--- src/rtl/cfg_types_pkg.sv ---
// Shared types and the round-robin helper for the accelerator data-memory arbiter.
package cfg_types_pkg;

  typedef enum logic [1:0] {
    ARB_RR      = 2'd0,
    ARB_LOCK    = 2'd1,
    ARB_RELEASE = 2'd2
  } arb_state_t;

  typedef enum logic {
    OWN_AXI = 1'b0,
    OWN_ACC = 1'b1
  } arb_owner_t;

  // Read-return steering record captured at grant time
  typedef struct packed {
    logic       valid;
    arb_owner_t owner;
  } rsel_t;

  // Fair pick: a lone requester wins, on contention the one that did not win last
  function automatic arb_owner_t rr_pick(input arb_owner_t last,
                                         input logic       axi_req,
                                         input logic       acc_req);
    arb_owner_t pick;
    pick = OWN_AXI;
    if (axi_req && acc_req) begin
      pick = (last == OWN_AXI) ? OWN_ACC : OWN_AXI;
    end else if (acc_req) begin
      pick = OWN_ACC;
    end
    return pick;
  endfunction

endpackage

--- src/rtl/accel_mem_arbiter.sv ---
// Shares the single-port accelerator data SRAM between the AXI-side port and the
// accelerator core, with round-robin fairness and a capped accelerator burst lock.
module accel_mem_arbiter
  import cfg_types_pkg::*;
#(
  parameter int unsigned ADDR_WIDTH = 10,
  parameter int unsigned DATA_WIDTH = 32,
  parameter int unsigned MAX_BURST  = 16,
  parameter int unsigned CNT_WIDTH  = 16
) (
  input  logic                    clk,
  input  logic                    rst_n,
  input  logic                    axi_req,
  output logic                    axi_gnt,
  input  logic [ADDR_WIDTH-1:0]   axi_addr,
  input  logic                    axi_we,
  input  logic [DATA_WIDTH/8-1:0] axi_be,
  input  logic [DATA_WIDTH-1:0]   axi_wdata,
  output logic                    axi_rvalid,
  output logic [DATA_WIDTH-1:0]   axi_rdata,
  input  logic                    acc_req,
  output logic                    acc_gnt,
  input  logic [ADDR_WIDTH-1:0]   acc_addr,
  input  logic                    acc_we,
  input  logic [DATA_WIDTH/8-1:0] acc_be,
  input  logic [DATA_WIDTH-1:0]   acc_wdata,
  output logic                    acc_rvalid,
  output logic [DATA_WIDTH-1:0]   acc_rdata,
  input  logic                    acc_lock,
  output logic                    mem_en,
  output logic [ADDR_WIDTH-1:0]   mem_addr,
  output logic                    mem_we,
  output logic [DATA_WIDTH/8-1:0] mem_be,
  output logic [DATA_WIDTH-1:0]   mem_wdata,
  input  logic [DATA_WIDTH-1:0]   mem_rdata,
  input  logic                    cnt_clr,
  output logic [CNT_WIDTH-1:0]    conflict_cnt
);

  localparam int unsigned BURST_WIDTH = $clog2(MAX_BURST + 1);

  arb_state_t             state_q, state_d;
  arb_owner_t             last_q, last_d;
  logic [BURST_WIDTH-1:0] burst_q, burst_d;
  rsel_t                  rsel_q, rsel_d;
  logic [CNT_WIDTH-1:0]   cnt_q;

  logic       grant_any;
  arb_owner_t winner;

  // State register
  always_ff @(posedge clk) begin
    if (!rst_n) begin
      state_q <= ARB_RR;
      last_q  <= OWN_AXI;
      burst_q <= '0;
      rsel_q  <= '{valid: 1'b0, owner: OWN_AXI};
    end else begin
      state_q <= state_d;
      last_q  <= last_d;
      burst_q <= burst_d;
      rsel_q  <= rsel_d;
    end
  end

  // Grant decision and next state
  always_comb begin
    state_d   = state_q;
    last_d    = last_q;
    burst_d   = burst_q;
    grant_any = 1'b0;
    winner    = OWN_AXI;

    unique case (state_q)
      ARB_RR: begin
        grant_any = axi_req | acc_req;
        winner    = rr_pick(last_q, axi_req, acc_req);
        if (grant_any && (winner == OWN_ACC) && acc_lock) begin
          state_d = ARB_LOCK;
          burst_d = BURST_WIDTH'(1);
        end
      end
      ARB_LOCK: begin
        if (acc_req && acc_lock) begin
          grant_any = 1'b1;
          winner    = OWN_ACC;
          if (burst_q == BURST_WIDTH'(MAX_BURST - 1)) begin
            state_d = ARB_RELEASE;
            burst_d = '0;
          end else begin
            burst_d = burst_q + BURST_WIDTH'(1);
          end
        end else begin
          grant_any = axi_req | acc_req;
          winner    = rr_pick(last_q, axi_req, acc_req);
          state_d   = ARB_RR;
          burst_d   = '0;
        end
      end
      ARB_RELEASE: begin
        // Forced release: AXI gets the slot if it wants it
        grant_any = axi_req | acc_req;
        winner    = axi_req ? OWN_AXI : OWN_ACC;
        state_d   = ARB_RR;
        burst_d   = '0;
      end
      default: begin
        state_d = ARB_RR;
        burst_d = '0;
      end
    endcase

    if (!rst_n) begin
      grant_any = 1'b0;
    end
    if (grant_any) begin
      last_d = winner;
    end
  end

  assign axi_gnt = grant_any && (winner == OWN_AXI);
  assign acc_gnt = grant_any && (winner == OWN_ACC);
  assign mem_en  = grant_any;

  // Memory-side mux follows the winner
  always_comb begin
    mem_addr  = axi_addr;
    mem_we    = axi_we;
    mem_be    = axi_be;
    mem_wdata = axi_wdata;
    if (winner == OWN_ACC) begin
      mem_addr  = acc_addr;
      mem_we    = acc_we;
      mem_be    = acc_be;
      mem_wdata = acc_wdata;
    end
  end

  always_comb begin
    rsel_d       = rsel_q;
    rsel_d.valid = grant_any & ~mem_we;
    rsel_d.owner = winner;
  end

  // Only rvalid is steered; data goes to both sides
  assign axi_rvalid = rst_n & rsel_q.valid & (rsel_q.owner == OWN_AXI);
  assign acc_rvalid = rst_n & rsel_q.valid & (rsel_q.owner == OWN_ACC);
  assign axi_rdata  = mem_rdata;
  assign acc_rdata  = mem_rdata;

  // Saturating contention counter, clear has priority
  always_ff @(posedge clk) begin
    if (!rst_n) begin
      cnt_q <= '0;
    end else if (cnt_clr) begin
      cnt_q <= '0;
    end else if (axi_req && acc_req && (cnt_q != {CNT_WIDTH{1'b1}})) begin
      cnt_q <= cnt_q + CNT_WIDTH'(1);
    end
  end

  assign conflict_cnt = cnt_q;

endmodule

--- config.mk ---
export PLATFORM = sky130hd
export DESIGN_NAME = accel_mem_arbiter
export DESIGN_NICKNAME = d
export VERILOG_FILES = /design/src/rtl/cfg_types_pkg.sv /design/src/rtl/accel_mem_arbiter.sv
export SDC_FILE = /design/constraint.sdc
export NUM_CORES = 1
export LEC_CHECK = 0
export CAP_MARGIN = 10
export CORE_AREA = 2 2 103 105
export DETAILED_ROUTE_END_ITERATION = 7
export DIE_AREA = 0 0 105 107
export DONT_BUFFER_PORTS = 1
export HOLD_SLACK_MARGIN = 0.08
export PLACE_DENSITY = 0.45
export SYNTH_ARGS = -nofsm -noshare
export SYNTH_HDL_FRONTEND = slang
export SYNTH_SLANG_ARGS = --single-unit
--- constraint.sdc ---
create_clock -name clk -period 4.5 [get_ports clk]
set_input_delay 0.45 -clock clk [delete_from_list [all_inputs] [get_ports clk]]
set_output_delay 0.45 -clock clk [all_outputs]
set_load 0.01 [all_outputs]
==> results <==
- The cell depth of the worst hold path is 1.
- Detailed routing inserted a total of about 1700 vias.
- Counting distinct cell types in the post-synthesis netlist gives 44.
- The count of pins on the block boundary is roughly 260.
- Across the routed clock network, the largest skew measured is 0.00762 ns.
- The filler-free cell count of the finished design is 340.
- The area of the multi-input gates is approximately 1300 µm².
- Setup violations remaining at the end of the flow were counted as 0.
- The worst setup path is of the flop to output pin kind.
- The critical path goes through nand2b_1, a21oi_2, nor2_4, buf_12, mux2_1.
- Clock tree synthesis found a total of 26 sinks.
- After detailed routing, the number of remaining DRC violations is 0.
- In this run the tightest slew margin relative to its limit is 41.4%.
- The number of antenna-violating nets in the routed design is 0.
- The maximum resistive drop on vdd is 118 µV.
- Measured along the y axis, the die boundary spans ~110 µm.
- The number of antenna violations at the first check in global routing is 5.
- The hold-fix buffer count after cts is 0.
- In the final routed layout, each cell accounts on average for approximately 24 µm.
- The post-CTS clock slew at the launch and capture registers of the worst setup and hold paths is about 0.10 ns.
- The clock passes through at most 2 buffers.
- The overall fraction of global-route tracks in use is 13.4%.
- For the pin with the worst max-slew slack, the measured transition is just under 0.9 ns.
- The starting utilization of the core area is a little under a quarter.
- After the first detailed-routing iteration, the DRC count stood at 35.
- In this run the number of H-tree levels came out at 1.
- Counting the fill cells in the layout gives about 1200.
- The flow ran to the end, and the final reports show no timing, DRC or antenna violations.
- Among cell families on the critical path, the largest total delay comes from simple AND/OR/NAND/NOR gates.
- The register-to-register setup slack is 2.24 ns.
- The clock reaches the later pin of the worst-skew pair after ~0.28 ns.
- Summed over all layers, the global routing overflow is 0.
- The floorplan step set the die width to ~110 µm.
- After floorplanning, the core was divided into 37 placement rows.
- The count of buffers added by post-CTS timing repair for setup is 0.
- Setup repair after global routing left no endpoint under its margin.
- The final cycle utilization of the critical path is between 50% and 60%.
- Timing would allow up to 405 MHz.
- In this run the worst path has a maximum fanout of 39.
- At the end of routability-driven placement, the weighted congestion stood at between 0.9 and 1.
- The count of buffers added on input and output ports is 0.
- STA puts the critical path data required time at ~4 ns.
- The final standard cell utilization of the core is around 21%.
- The sequential cells in the finished layout cover a total of ~520 µm².
- The critical path capture point type is an output pin.
- The share of cells above drive strength 1 is approximately 15%.
- Yosys mapped a number of flops with a built-in enable equal to 0.
- Counting buffers and inverters, the worst setup path is 5 cells deep.
- The post-detailed-placement half-perimeter wirelength is 6.88 mm.
- The via count of the first global-routing pass came to 1575.
- TritonCTS built the clock tree.
- The first detailed-routing pass ran for 4 iterations.
- The tightest hold path in the finished design has a slack of 0.289 ns.
- The count of state elements after synthesis is 26.
- The final-report hold violation count is 0.
- The startpoint of the lowest-slack hold path is rst_n.
- The wire length of the first global-routing pass is 11.0 mm.
- The worst path buffer plus inverter count is 1.
- The cell with the largest stage delay on the worst path is sky130_fd_sc_hd__dfxtp_1.
- Compared with the post-synthesis result, the final layout area differs by -10.7%.
- The cell chosen for the clock root is sky130_fd_sc_hd__clkbuf_8.
- The floorplan die area is approximately 11000 µm².
- In the synthesized netlist the dominant register cell turns out to be sky130_fd_sc_hd__dfxtp_1.
- The total number of nets in the final design is between 300 and 400.
- The type of the most critical hold path is input pin to flop.
- After synthesis the cells add up to approximately 2300 µm².
- In the synthesized netlist the async set-or-reset flop fraction comes to 0%.
- Across the run, the number of max-cap violations was 0.
- The final routed wirelength across all metal layers is 8.19 mm.
- The average cell area after synthesis is ~8.8 µm².
- The cell total after placement is ~330.
- Yosys printed 0 warnings.
- The total area inside the core boundary comes to between 10000 and 15000 µm².
- After clock tree synthesis, the repair step resized 0 gates.
- The startpoint of the worst-slack reg-to-reg timing path is conflict_cnt[0]$_SDFFE_PP0P_.
- The number of pins exceeding their max-slew limit in the final report is 0.
- Power spread over the standard cell area amounts to 280 nW/µm².
- In this run the static leakage power is 0.000652 µW.
- The worst setup path is launched from a flop.
- The maximum number of pins on one net before global-route repair is 50.
- In this design, the stage delay of the slowest critical-path cell is between 0.4 and 0.5 ns.
- The clock period could shrink to approximately 2.5 ns.
- In the routed layout, each cell is associated on average with a via count of ~5.
- The final total negative setup slack is 0 ns.
- After synthesis, flip-flops and latches occupy ~22% of the total area.
- The endpoint identified for the worst register-to-register timing path is conflict_cnt[8]$_SDFFE_PP0P_.
- Buffers inserted during clock tree synthesis total 3.
- Data arrives at the worst endpoint at about 2.0 ns.
- The number of instances in the synthesized netlist is ~270.
- Counting every net in the synthesized netlist gives 401.
- The worst hold path terminates at burst_q[3]$_SDFFE_PN0P_.
- The count of cells along the worst register-to-register path is 5.
==> state kept, by name, indices dropped and copies added, names as in the netlist <==
register      cells
last_q            1
state_q           2
conflict_cnt     16
burst_q           5
rsel_q            2
==> final cells by class <==
class	instances	area share, %
multi-input combinational	167	61.7
antenna	4	0.479
sequential	26	24.9
clock buffer	3	1.98
timing repair buffer	1	0.958
clock inverter	1	1.44
tap	136	8.14
inverter	2	0.359
==> worst reg2reg max path, delay by kind of cell (launching register included) <==
kind,cells,cell delay [ns]
compound gates,2,0.94
flops,1,0.50
simple gates,2,0.42
fa+ha+maj,1,0.27
==> synth_stat cells (all sizes together), types with 4 or more instances <==
master	instances	share of area, %
buf	70	22
mux2	46	22
dfxtp	26	22
a21oi	15	3.5
nand2	13	2.1
o21ai	12	2.6
nor2	9	1.4
nand3	8	1.7
or3	8	2.1
nand4	6	2.1
nand2b	5	1.3
o31ai	4	1.3
or4	4	1.3
==> layer usage <==
metal / track usage, % / vias up / share of wire, %
li1: - / 774 / -
met1: 14.8 / 801 / 39
met2: 22.0 / 119 / 48
met3: 8.02 / 10 / 12
met4: 3.33 / 4 / 1.2
met5: 0 / - / 0.37
==> logic make-up after synthesis <==
| family | count (synthesis) | share of synthesized area, % |
|---|---|---|
| flops | 26 | 22.2 |
| compound gates | 41 | 11.6 |
| fa+ha+maj | 2 | 1.07 |
| buf+inv | 74 | 22.9 |
| simple gates | 75 | 18.8 |
| mux | 47 | 22.6 |
| xor+xnor | 2 | 0.749 |
==> stage by stage <==
step                      area (µm²)  setup slack, ns  total power, µW
final                           2090             2.03              585
after global routing            2080             1.95              607
after CTS                       2060             1.58              594
after detailed placement        1990             1.92              382
after global placement          1990             1.99              379
after floorplan                 2340             2.53              418
==> worst max-delay path by stage <==
stage,startpoint,slack (ns),to
3_3_place_gp,state_q[1]$_SDFFE_PN0P_,1.99,mem_wdata[18]
6_report,state_q[1]$_SDFFE_PN0P_,2.03,mem_addr[7]
5_1_grt,state_q[1]$_SDFFE_PN0P_,1.95,mem_addr[7]
4_1_cts,state_q[1]$_SDFFE_PN0P_,1.58,mem_wdata[25]
2_1_floorplan,acc_req,2.53,mem_addr[2]
3_5_place_dp,state_q[1]$_SDFFE_PN0P_,1.92,mem_wdata[25]
==> cell usage in the layout (no fill, tap or decap), types with 2 or more instances in the layout <==
master,netlist,routed
sky130_fd_sc_hd__a21oi_2,2,2
sky130_fd_sc_hd__ha_1,2,2
sky130_fd_sc_hd__and3_1,2,2
sky130_fd_sc_hd__nand4_1,4,4
sky130_fd_sc_hd__nor2b_1,3,3
sky130_fd_sc_hd__and4_1,3,3
sky130_fd_sc_hd__nor2_1,9,8
sky130_fd_sc_hd__nand2_1,13,13
sky130_fd_sc_hd__o31ai_1,4,4
sky130_fd_sc_hd__nand4_2,2,2
sky130_fd_sc_hd__nor4_1,2,2
sky130_fd_sc_hd__o211ai_1,3,3
sky130_fd_sc_hd__diode_2,0,4
sky130_fd_sc_hd__nand2b_1,5,5
sky130_fd_sc_hd__a21oi_1,13,13
sky130_fd_sc_hd__dfxtp_1,26,26
sky130_fd_sc_hd__nor3_1,2,2
sky130_fd_sc_hd__mux2_1,27,27
sky130_fd_sc_hd__o21ai_0,4,4
sky130_fd_sc_hd__mux2_2,19,19
sky130_fd_sc_hd__or4_1,4,4
sky130_fd_sc_hd__or3_1,8,8
sky130_fd_sc_hd__o21ai_1,8,8
sky130_fd_sc_hd__and2_1,2,2
sky130_fd_sc_hd__clkbuf_8,0,3
sky130_fd_sc_hd__inv_1,2,2
sky130_fd_sc_hd__nand3_1,8,8
sky130_fd_sc_hd__xor2_1,2,2
sky130_fd_sc_hd__nor3b_1,3,3
==> power breakdown <==
group,total (µW),leakage [µW],switching (µW),internal (µW)
logic,140,0.000405,86.0,53.6
registers,240,0.000211,5.09,235
clock network,205,0.0000357,85.8,119
(Power assumes the default switching activity.)
